### src/rtl/ctrl_bank_masked_pkg.sv
// ctrl_bank_masked_pkg
//   Shared definitions for the control-register bank: the bus halfword width
//   and the state encoding of the two-halfword command assembler.
package ctrl_bank_masked_pkg;

  // Width of one bus halfword (data word and mask word are each one halfword).
  localparam int HW = 16;

  // Command assembler states: waiting for a data halfword, waiting for the
  // mask halfword, and the cycle in which the assembled word is committed.
  typedef enum logic [1:0] {
    ASM_IDLE   = 2'd0,
    ASM_MASK   = 2'd1,
    ASM_COMMIT = 2'd2
  } asm_state_t;

endpackage

### src/rtl/ctrl_bank_masked_asm.sv
// ctrl_word_asm
//   Assembles a two-halfword write command (data, then per-bit mask) from the
//   sclk-domain bus and presents it for one commit cycle.
// Ports
//   sclk   in   1   system clock, all flops on its falling edge
//   rst_n  in   1   asynchronous active-low reset; drops any partial command
//   wen    in   1   write strobe (already qualified by reset release)
//   wa     in   AW  register address, sampled with wen
//   di     in   HW  data halfword with wen, mask halfword in the next cycle
//   addr   out  AW  latched register address
//   dat    out  HW  latched data halfword
//   msk    out  HW  latched mask halfword
//   commit out  1   assembled word is valid this cycle (address in range)
//   err    out  1   one-cycle error event: wen during the mask cycle, or bad address
module ctrl_word_asm
  import ctrl_bank_masked_pkg::*;
#(
  parameter int NREG = 4,
  parameter int AW   = 2
) (
  input  logic          sclk,
  input  logic          rst_n,
  input  logic          wen,
  input  logic [AW-1:0] wa,
  input  logic [HW-1:0] di,
  output logic [AW-1:0] addr,
  output logic [HW-1:0] dat,
  output logic [HW-1:0] msk,
  output logic          commit,
  output logic          err
);

  asm_state_t state, state_nxt;
  logic       take_word;
  logic       wa_bad;
  logic       addr_bad;

  assign wa_bad = (int'(wa) >= NREG);

  always_ff @(negedge sclk or negedge rst_n) begin
    if (!rst_n) begin
      state    <= ASM_IDLE;
      addr     <= '0;
      dat      <= '0;
      msk      <= '0;
      addr_bad <= 1'b0;
    end else begin
      state <= state_nxt;
      if (take_word) begin
        addr     <= wa;
        dat      <= di;
        addr_bad <= wa_bad;
      end
      // The halfword following the data is always the mask, even when a
      // stray wen arrives with it.
      if (state == ASM_MASK) begin
        msk <= di;
      end
    end
  end

  // A new command may start in the commit cycle, which is what allows writes
  // every second cycle. A word with an out-of-range address is still walked
  // through the states but never raises commit.
  always_comb begin
    state_nxt = state;
    take_word = 1'b0;
    commit    = 1'b0;
    err       = 1'b0;
    case (state)
      ASM_IDLE: begin
        if (wen) begin
          take_word = 1'b1;
          state_nxt = ASM_MASK;
        end
      end
      ASM_MASK: begin
        state_nxt = ASM_COMMIT;
        if (wen) begin
          err = 1'b1;
        end
      end
      ASM_COMMIT: begin
        commit = !addr_bad;
        if (wen) begin
          take_word = 1'b1;
          state_nxt = ASM_MASK;
        end else begin
          state_nxt = ASM_IDLE;
        end
      end
      default: state_nxt = ASM_IDLE;
    endcase
    if (take_word && wa_bad) begin
      err = 1'b1;
    end
  end

endmodule

### src/rtl/ctrl_bank_masked.sv
// ctrl_bank_masked
//   Bank of NREG control registers written by masked two-halfword commands.
//   Registers flagged in DEFER_MASK collect writes in a shadow copy and copy it
//   to the active value on frame_sync. Bits flagged in PULSE_MASK self-clear
//   one cycle after they become visible. Read-back is registered.
// Ports
//   sclk       in   1        system clock, all flops on its falling edge
//   rst_n      in   1        asynchronous active-low reset
//   wen        in   1        write strobe, qualifies wa and the data halfword
//   wa         in   AW       register address
//   di         in   16       data halfword, then mask halfword
//   frame_sync in   1        applies pending deferred registers
//   ra         in   AW       read-back address
//   rsel       in   1        0: read active value, 1: read shadow
//   q          out  NREG*DW  active register values, reg i at [i*DW +: DW]
//   pend       out  NREG     shadow of reg i holds an unapplied write
//   rd         out  DW       registered read-back data
//   wr_err     out  1        sticky write error, cleared only by reset
module ctrl_bank_masked
  import ctrl_bank_masked_pkg::*;
#(
  parameter int                 NREG       = 4,
  parameter int                 AW         = 2,
  parameter int                 DW         = 16,
  parameter logic [NREG*DW-1:0] RST_VAL    = '0,
  parameter logic [NREG-1:0]    DEFER_MASK = '0,
  parameter logic [NREG*DW-1:0] PULSE_MASK = '0
) (
  input  logic               sclk,
  input  logic               rst_n,
  input  logic               wen,
  input  logic [AW-1:0]      wa,
  input  logic [HW-1:0]      di,
  input  logic               frame_sync,
  input  logic [AW-1:0]      ra,
  input  logic               rsel,
  output logic [NREG*DW-1:0] q,
  output logic [NREG-1:0]    pend,
  output logic [DW-1:0]      rd,
  output logic               wr_err
);

  // Pulse bits never come out of reset set.
  localparam logic [NREG*DW-1:0] RST_EFF = RST_VAL & ~PULSE_MASK;

  logic          ready;
  logic [AW-1:0] c_addr;
  logic [HW-1:0] c_dat;
  logic [HW-1:0] c_msk;
  logic          c_commit;
  logic          c_err;
  logic          unused_hw_bits;

  logic [DW-1:0] q_r    [NREG];
  logic [DW-1:0] sh_r   [NREG];
  logic [DW-1:0] q_nxt  [NREG];
  logic [DW-1:0] sh_nxt [NREG];
  logic [NREG-1:0] pend_r, pend_nxt;
  logic [DW-1:0] rd_nxt;
  logic [DW-1:0] clr, bq, bs, mv;
  logic          hit;

  // Reset release is taken through a flop so that the first accepted wen is
  // the one sampled on the second falling edge after rst_n rises.
  always_ff @(negedge sclk or negedge rst_n) begin
    if (!rst_n) begin
      ready <= 1'b0;
    end else begin
      ready <= 1'b1;
    end
  end

  ctrl_word_asm #(
    .NREG (NREG),
    .AW   (AW)
  ) u_asm (
    .sclk   (sclk),
    .rst_n  (rst_n),
    .wen    (wen & ready),
    .wa     (wa),
    .di     (di),
    .addr   (c_addr),
    .dat    (c_dat),
    .msk    (c_msk),
    .commit (c_commit),
    .err    (c_err)
  );

  assign unused_hw_bits = ^{c_dat, c_msk};

  // Pulse bits that are visible now are cleared from both copies before any
  // merge, so a commit on the same edge can set them again. For deferred
  // registers the merge goes into the shadow first; frame_sync then copies the
  // merged shadow, which is how a coinciding commit lands in the same edge.
  always_comb begin
    q_nxt    = q_r;
    sh_nxt   = sh_r;
    pend_nxt = pend_r;
    clr      = '0;
    bq       = '0;
    bs       = '0;
    mv       = '0;
    hit      = 1'b0;
    for (int i = 0; i < NREG; i++) begin
      clr = q_r[i] & PULSE_MASK[i*DW +: DW];
      bq  = q_r[i] & ~clr;
      bs  = sh_r[i] & ~clr;
      hit = c_commit && (c_addr == AW'(i));
      if (DEFER_MASK[i]) begin
        mv        = hit ? ((bs & ~c_msk[DW-1:0]) | (c_dat[DW-1:0] & c_msk[DW-1:0])) : bs;
        sh_nxt[i] = mv;
        q_nxt[i]  = bq;
        if (frame_sync && (pend_r[i] || hit)) begin
          q_nxt[i]    = mv;
          pend_nxt[i] = 1'b0;
        end else if (hit) begin
          pend_nxt[i] = 1'b1;
        end
      end else begin
        mv          = hit ? ((bq & ~c_msk[DW-1:0]) | (c_dat[DW-1:0] & c_msk[DW-1:0])) : bq;
        q_nxt[i]    = mv;
        sh_nxt[i]   = mv;
        pend_nxt[i] = 1'b0;
      end
    end
  end

  always_comb begin
    rd_nxt = '0;
    if (int'(ra) < NREG) begin
      rd_nxt = rsel ? sh_r[ra] : q_r[ra];
    end
  end

  always_ff @(negedge sclk or negedge rst_n) begin
    if (!rst_n) begin
      for (int i = 0; i < NREG; i++) begin
        q_r[i]  <= RST_EFF[i*DW +: DW];
        sh_r[i] <= RST_EFF[i*DW +: DW];
      end
      pend_r <= '0;
      rd     <= '0;
      wr_err <= 1'b0;
    end else begin
      q_r    <= q_nxt;
      sh_r   <= sh_nxt;
      pend_r <= pend_nxt;
      rd     <= rd_nxt;
      wr_err <= wr_err | c_err;
    end
  end

  for (genvar g = 0; g < NREG; g++) begin : g_q
    assign q[g*DW +: DW] = q_r[g];
  end

  assign pend = pend_r;

endmodule

### config.mk
export PLATFORM = sky130hd
export DESIGN_NAME = ctrl_bank_masked
export DESIGN_NICKNAME = d
export VERILOG_FILES = /design/src/rtl/ctrl_bank_masked_pkg.sv /design/src/rtl/ctrl_bank_masked_asm.sv /design/src/rtl/ctrl_bank_masked.sv
export SDC_FILE = /design/constraint.sdc
export NUM_CORES = 1
export LEC_CHECK = 0
export ABC_AREA = 1
export ABC_CLOCK_PERIOD_IN_PS = 1500
export BUFFER_PORTS_ARGS = -buffer_cell sky130_fd_sc_hd__buf_2
export CORE_MARGIN = 1
export CORE_UTILIZATION = 55
export DETAILED_ROUTE_END_ITERATION = 16
export PLACE_DENSITY = 0.87
export SYNTH_ARGS = -nofsm -noshare
export SYNTH_HDL_FRONTEND = slang
export SYNTH_SLANG_ARGS = --single-unit
### constraint.sdc
create_clock -name sclk -period 1.5 [get_ports sclk]
set_clock_uncertainty 0.1 [all_clocks]
set_input_delay 0.075 -clock sclk [delete_from_list [all_inputs] [get_ports sclk]]
set_output_delay 0.075 -clock sclk [all_outputs]
set_load 0.05 [all_outputs]
==> flow_summary.ini, run 1 <==
[run_status]
status = stopped before the end
haltStage = global routing
stop_error = [ERROR DPL-0038] Utilization greater than 100%, impossible to legalize

[global_route]
grt_max_degree = 48

[timing]
worstEpCategory = output port
worst_endpoint = q[46]

[synth]
yosysUniqueCellTypes = 21
synth_top_area_cell = dfrtn_1
synth.area.top_cells = dfrtn_1 55%, nand2_1 14%, nand3_1 10%
syn_avg_cell_area_um2 = 8.31
ys_ff_latch = 118
ys_seq_area_share_pct = 54.9
yosysWarnings = 0
syn_inst = 647
netlist_area_mm2 = 0.00538
synthDominantCellAreaShare_pct = 54.9

[clocking]
htreeDepth = 4
holdBufCountCts = 0
clk_path_buf_depth = 2
clockRootBuffer = clkbuf_8
cts_buffers = 17
cts.sinks = 118

[placement]
place_congestion = 0.990
port_buffers = 103
hpwl_um = 10300

[floorplan]
ioPinCount = 110
start_util_pct = 57.4
die_height_um = 101
rows = 35
die_w_um = 101
==> cell families after synthesis <==
logic type | share of synthesized area, %
buffers and inverters | 8.91
and+or+nand+nor | 27.5
other | 0.140
DFF | 54.9
AOI/OAI and AO/OA | 8.52
==> through the flow <==
stage	std cells	utilization, %	cell area [µm²]	setup slack, ns
2_1_floorplan	650	-	5460	-0.105
3_3_place_gp	913	70.4	6600	-0.300
3_5_place_dp	913	70.4	6600	-0.327
4_1_cts	963	84.2	7900	-0.536
==> timing repair <==
item / 4_1_cts
setup endpoints to repair: 83
buffers inserted: 18
resized for setup: 163
==> synth_stat cells <==
cell and instances:
a21oi_1 16, buf_1 1, buf_2 29, buf_4 8, buf_6 1, clkbuf_1 14, conb_1 2, dfrtn_1 118
inv_1 52, inv_2 3, nand2_1 199, nand2_2 1, nand3_1 112, nand3_2 1, nand4_1 16, nor2_1 1
nor2_2 3, nor2_4 3, o211ai_1 16, o21ai_0 50, o21bai_1 1
==> run 2: changes to the inputs <==
--- a/config.mk
+++ b/config.mk
@@ -9,9 +9,9 @@
 export ABC_CLOCK_PERIOD_IN_PS = 1500
 export BUFFER_PORTS_ARGS = -buffer_cell sky130_fd_sc_hd__buf_2
 export CORE_MARGIN = 1
-export CORE_UTILIZATION = 55
+export CORE_UTILIZATION = 40
 export DETAILED_ROUTE_END_ITERATION = 16
-export PLACE_DENSITY = 0.87
+export PLACE_DENSITY_LB_ADDON = 0.15
 export SYNTH_ARGS = -nofsm -noshare
 export SYNTH_HDL_FRONTEND = slang
 export SYNTH_SLANG_ARGS = --single-unit
==> run 2 against run 1 <==
  * The flow now finishes, with violations (negative setup slack)
  * Area after synthesis stayed put
  * Synthesized cell count did not move
==> flow_summary.ini, run 2 <==
[setup_path]
critPathArrivalTime_ns = 1.80
cp_cell_sequence = buf_6
path_class = flip-flop to primary output
cp-end-kind = primary output
required_ns = 1.32
cpPeakStageDelay_ns = 0.47
critPathTopFamily = flip-flops
crit_buf_inv = 1
critPathSlowestCell = dfrtn_1
crit_path_max_fanout = 2
worst_setup_path_start_kind = flip-flop

[synth]
synth-edff-count = 0
synth_common_cells = 199 x nand2_1, 118 x dfrtn_1, 112 x nand3_1
yosysUniqueCellTypes = 21
ys_seq_area_share_pct = 54.9
synth.most_common_cell = nand2_1
syn_avg_cell_area_um2 = 8.31
async_flop_share_pct = 100
synthDominantCellAreaShare_pct = 54.9
synthFlopType = dfrtn_1
yosysWarnings = 0
netlist_area_mm2 = 0.00538
synth.area.top_cells = dfrtn_1 55%, nand2_1 14%, nand3_1 10%
synth_top_area_cell = dfrtn_1
ys_ff_latch = 118
syn_inst = 647

[floorplan]
ioPinCount = 110
die_height_um = 118
die_w_um = 118
coreArea_mm2 = 0.0129
start_util_pct = 41.8
die_area_mm2 = 0.0139
rows = 41

[run_status]
status = complete, but fails checks
violations = negative setup slack

[finish]
final_util_pct = 63.2
final_common_cell = nand2_1
fin_cells = 1019
drive_gt1_share_pct = 30.9
antennaDiodeCount = 0
nets = 859
area.growth.synth_to_final_pct = 51.4
final_cell_area_mm2 = 0.00814
layout_common_cells = 199 x nand2_1, 118 x dfrtn_1, 111 x nand3_1

[clocking]
holdBufCountCts = 0
clk_path_buf_depth = 2
clockRootBuffer = clkbuf_16
tritoncts = done
worstSkewPairLatency_ns = 0.40
cts_buffers = 17
cts.sinks = 118
path_clk_slew_ns = 0.04
htreeDepth = 4

[timing]
hold_viol_final = 0
rsz0062_at_grt = true
finalSetupViolCount = 81
slew_violations = 0
setup_slack_ns = -0.472

[placement]
dp_slack_ns = -0.213
dp.cells = 957
port_buffers = 103
place_congestion = 0.890
hpwl_um = 10800
placed_cell_area_mm2 = 0.00673

[power]
power_density_mw_per_mm2 = 1960
max-vdd-ir-drop_uv = 953
p_leak_uw = 0.00419

[global_route]
grt_max_degree = 64
grt_pass1_vias = 4688
grt_usage_pct = 23.7
grt_first_pass_wirelength_um = 25300
antenna_found_initial = 0
grt-ovfl-total = 0

[detailed_routing]
ant_nets = 0
drt-wirelength-per-cell_um = 15.9
first_pass_iters = 5
wl_um = 16200
drt-initial-drc-count = 432
viasPerCell = 4.98
vias = 5072
drc = 0

[worst_hold_path]
hold_class = input port to async pin

[job]
maxCapViolCount = 0
[run 2: cell counts after synthesis]
Identical to the previous run, type by type.
[run 2: final timing paths]
path | start | slack [ns] | endpoint | cells after the start
worst min register to register | wr_err | 0.35 | wr_err | 1
max in group asynchronous | rst_n | 0.70 | async pin | 2
worst max register to register | u_asm.state[1] | 0.05 | flip-flop | 7
worst min-delay path | rst_n | 0.11 | u_asm.dat[0] | 1
min in group sclk | wr_err | 0.35 | wr_err | 1
worst max-delay path | flip-flop | -0.47 | q[29] | 1
[run 2: timing repair]
item | CTS | global route
gates resized for setup | 156 | 2
setup buffers | 15 | 13
pin swaps | 0 | 1
hold endpoints to repair | 0 | 0
setup endpoints to repair | 81 | 87
cloned | 0 | 2
[run 2: layout make-up]
| cell class | instances | area, µm² |
|---|---|---|
| fill | 1087 | 4730 |
| sequential | 118 | 2950 |
| timing repair buffer | 218 | 2150 |
| multi-input combinational | 424 | 1970 |
| clock buffer | 23 | 498 |
| tap | 172 | 215 |
| inverter | 55 | 209 |
| clock inverter | 9 | 145 |
[run 2: logic make-up after synthesis]
| kind of cell | after synthesis | share of synthesized area [%] |
|---|---|---|
| and+or+nand+nor | 336 | 27.5 |
| DFF | 118 | 54.9 |
| buffers and inverters | 108 | 8.91 |
| AOI/OAI and AO/OA | 83 | 8.52 |
| other | 2 | 0.140 |
[run 2: through the flow]
stage | hold slack [ns] | setup TNS, ns | total power (µW)
6_report | 0.110 | -33.66 | 15900
5_1_grt | 0.116 | -35.34 | 16600
4_1_cts | 0.111 | -34.35 | 15800
3_5_place_dp | 0.324 | -11.44 | 10300
3_3_place_gp | 0.320 | -10.57 | 10200
2_1_floorplan | 0.321 | -8.59 | 8050
[run 2: where the power goes]
group          leakage [µW]  internal, µW  switching [µW]  total [µW]
clock              0.000323          2980            1410        4390
sequential          0.00152          4050             886        4940
combinational       0.00234          2730            3870        6600
[run 2: routing by layer]
metal	track usage, %	share of wire (%)
met5	0	0
met4	6.89	1.3
met3	6.49	7.7
met2	34.4	44
met1	34.4	47
(Power assumes the default switching activity.)
==> run 3: changes to the inputs <==
--- a/config.mk
+++ b/config.mk
@@ -6,12 +6,13 @@
 export NUM_CORES = 1
 export LEC_CHECK = 0
 export ABC_AREA = 1
-export ABC_CLOCK_PERIOD_IN_PS = 1500
+export ABC_CLOCK_PERIOD_IN_PS = 1700
 export BUFFER_PORTS_ARGS = -buffer_cell sky130_fd_sc_hd__buf_2
 export CORE_MARGIN = 1
 export CORE_UTILIZATION = 40
 export DETAILED_ROUTE_END_ITERATION = 16
 export PLACE_DENSITY_LB_ADDON = 0.15
+export RECOVER_POWER = 25
 export SYNTH_ARGS = -nofsm -noshare
 export SYNTH_HDL_FRONTEND = slang
 export SYNTH_SLANG_ARGS = --single-unit
==> constraint.sdc (replaced) <==
create_clock -name sclk -period 1.7 [get_ports sclk]
set_clock_uncertainty 0.1 [all_clocks]
set_input_delay 0.085 -clock sclk [delete_from_list [all_inputs] [get_ports sclk]]
set_output_delay 0.085 -clock sclk [all_outputs]
set_load 0.05 [all_outputs]
==> run 3 against run 2 <==
  * The run still ends with negative setup slack left
  * First-iteration DRC count increased by 3.9%
  * Total power shrank 17%
  * Combinational power fell by 13%
  * Sequential cell count did not move
  * Clock-buffer cell count grew 2
  * Die area stayed put
  * Setup slack better by 0.080 ns
  * Largest power group unchanged
==> flow_summary.ini, run 3 (same netlist as run 2, synthesis figures left out) <==
[run_status]
status = complete, but fails checks
violations = negative setup slack

[placement]
hpwl_um = 10600
place_congestion = 0.840
port_buffers = 103
placed_cell_area_mm2 = 0.00662

[timing]
tightest_slew_ns = 0.905
setup_slack_ns = -0.392
slew_violations = 0
finalSetupViolCount = 81
hold_viol_final = 0
rsz0062_at_grt = true
finalSetupTns_ns = -25.84
hold_slack_ns = 0.349
max-slew-margin-rel_pct = 39.7

[setup_path]
cpPeakStageDelay_ns = 0.48
rr_worst_depth = 6
cp-end-kind = primary output
crit_path_max_fanout = 2
critPathArrivalTime_ns = 1.91
r2r-start = u_asm.state[1]
r2r_setup_slack_ns = 0.18
critPathTopFamily = flip-flops
path_class = flip-flop to primary output
cp_cell_sequence = buf_6
crit_buf_inv = 1
required_ns = 1.51
critPathSlowestCell = dfrtn_1
worst_setup_path_start_kind = flip-flop

[power]
power.switching_uw = 5340
combPwrFrac_pct = 43.3
max-vdd-ir-drop_uv = 791
power_density_mw_per_mm2 = 1700
sequentialPowerShare_pct = 33.0
p_leak_uw = 0.00402
pwr-share-clk_pct = 23.7
p_int_uw = 7850
switching_share_pct = 40.5

[detailed_routing]
wl_met1_um = 7430
dr_wl_met2_um = 6580
met3_length_um = 1030
drt-wirelength-per-cell_um = 15.2
viasPerCell = 4.98
ant_nets = 0
wl_um = 15300
drt-initial-drc-count = 449
vias = 5006
first_pass_iters = 5
dr.max_layer_used = met4
drc = 0

[clocking]
worstSkewPairLatency_ns = 0.39
cts_buffers = 17
path_clk_slew_ns = 0.04
cts.sinks = 118
htreeDepth = 4
clk_path_buf_depth = 2
tritoncts = done
holdBufCountCts = 0
clockRootBuffer = clkbuf_16

[floorplan]
coreArea_mm2 = 0.0129
start_util_pct = 41.8
die_height_um = 118
rows = 41
die_w_um = 118
die_area_mm2 = 0.0139
ioPinCount = 110

[finish]
regArea_mm2 = 0.00295
area.growth.synth_to_final_pct = 44.7
final_util_pct = 60.4
antennaDiodeCount = 0
multi_input_area_mm2 = 0.00196
layout_common_cells = 199 x nand2_1, 118 x dfrtn_1, 112 x nand3_1
nets = 848
drive_gt1_share_pct = 29.1
final_common_cell = nand2_1
num-fill-cells = 1132
final_cell_area_mm2 = 0.00778

[worst_hold_path]
hold_end = wr_err
hold_class = flip-flop to flip-flop
hold_depth = 1
min_from = wr_err

[global_route]
grt_pass1_vias = 4743
grt_usage_pct = 23.1
grt-ovfl-total = 0
grt_max_degree = 81
antenna_found_initial = 0
grt_first_pass_wirelength_um = 24900

[job]
maxCapViolCount = 0
run 3: final cells by class:
type                    instances  area share [%]
inverters                      55            2.65
multi-input cells             424            25.2
well taps                     172            2.77
clock inverters                 5           0.322
flip-flops and latches        118            37.9
repair buffers                207            24.8
clock buffers                  25            6.24
run 3: routing by layer:
layer,up-vias,global-route usage (%)
met5,-,0
met4,0,8.33
met3,17,5.77
met2,185,32.9
met1,2348,33.9
li1,2456,-
run 3: per-stage QoR:
| step | setup WS [ns] | power, µW | instances |
|---|---|---|---|
| floorplan | -0.0154 | 7090 | 650 |
| global placement | -0.118 | 8940 | 949 |
| detailed placement | -0.140 | 9010 | 949 |
| CTS | -0.386 | 13100 | 996 |
| global route | -0.412 | 13800 | 1006 |
| finish | -0.392 | 13200 | 1006 |
run 3: how the worst max path moves through the flow:
| stage | from | to | slack, ns | depth (start not counted) |
|---|---|---|---|---|
| after CTS | flip-flop | q[14] | -0.39 | 1 |
| after global routing | flip-flop | q[14] | -0.41 | 1 |
| after global placement | ra[0] | rd[7] | -0.12 | 4 |
| final | flip-flop | q[14] | -0.39 | 1 |
| after floorplan | flip-flop | q[32] | -0.02 | 0 |
| after detailed placement | ra[0] | rd[7] | -0.14 | 4 |
run 3: repair_timing:
| action | 4_1_cts | 5_1_grt |
|---|---|---|
| resized for setup | 154 | 0 |
| setup endpoints to repair | 81 | 81 |
| buffers inserted | 17 | 10 |
run 3: power by group through the flow:
stage	sequential [µW]	combinational [µW]	clock, µW
after floorplan	6030	1060	0
after global placement	4230	4700	0
after detailed placement	4260	4750	0
after CTS	4340	5610	3190
after global routing	4430	6030	3310
final	4360	5710	3130
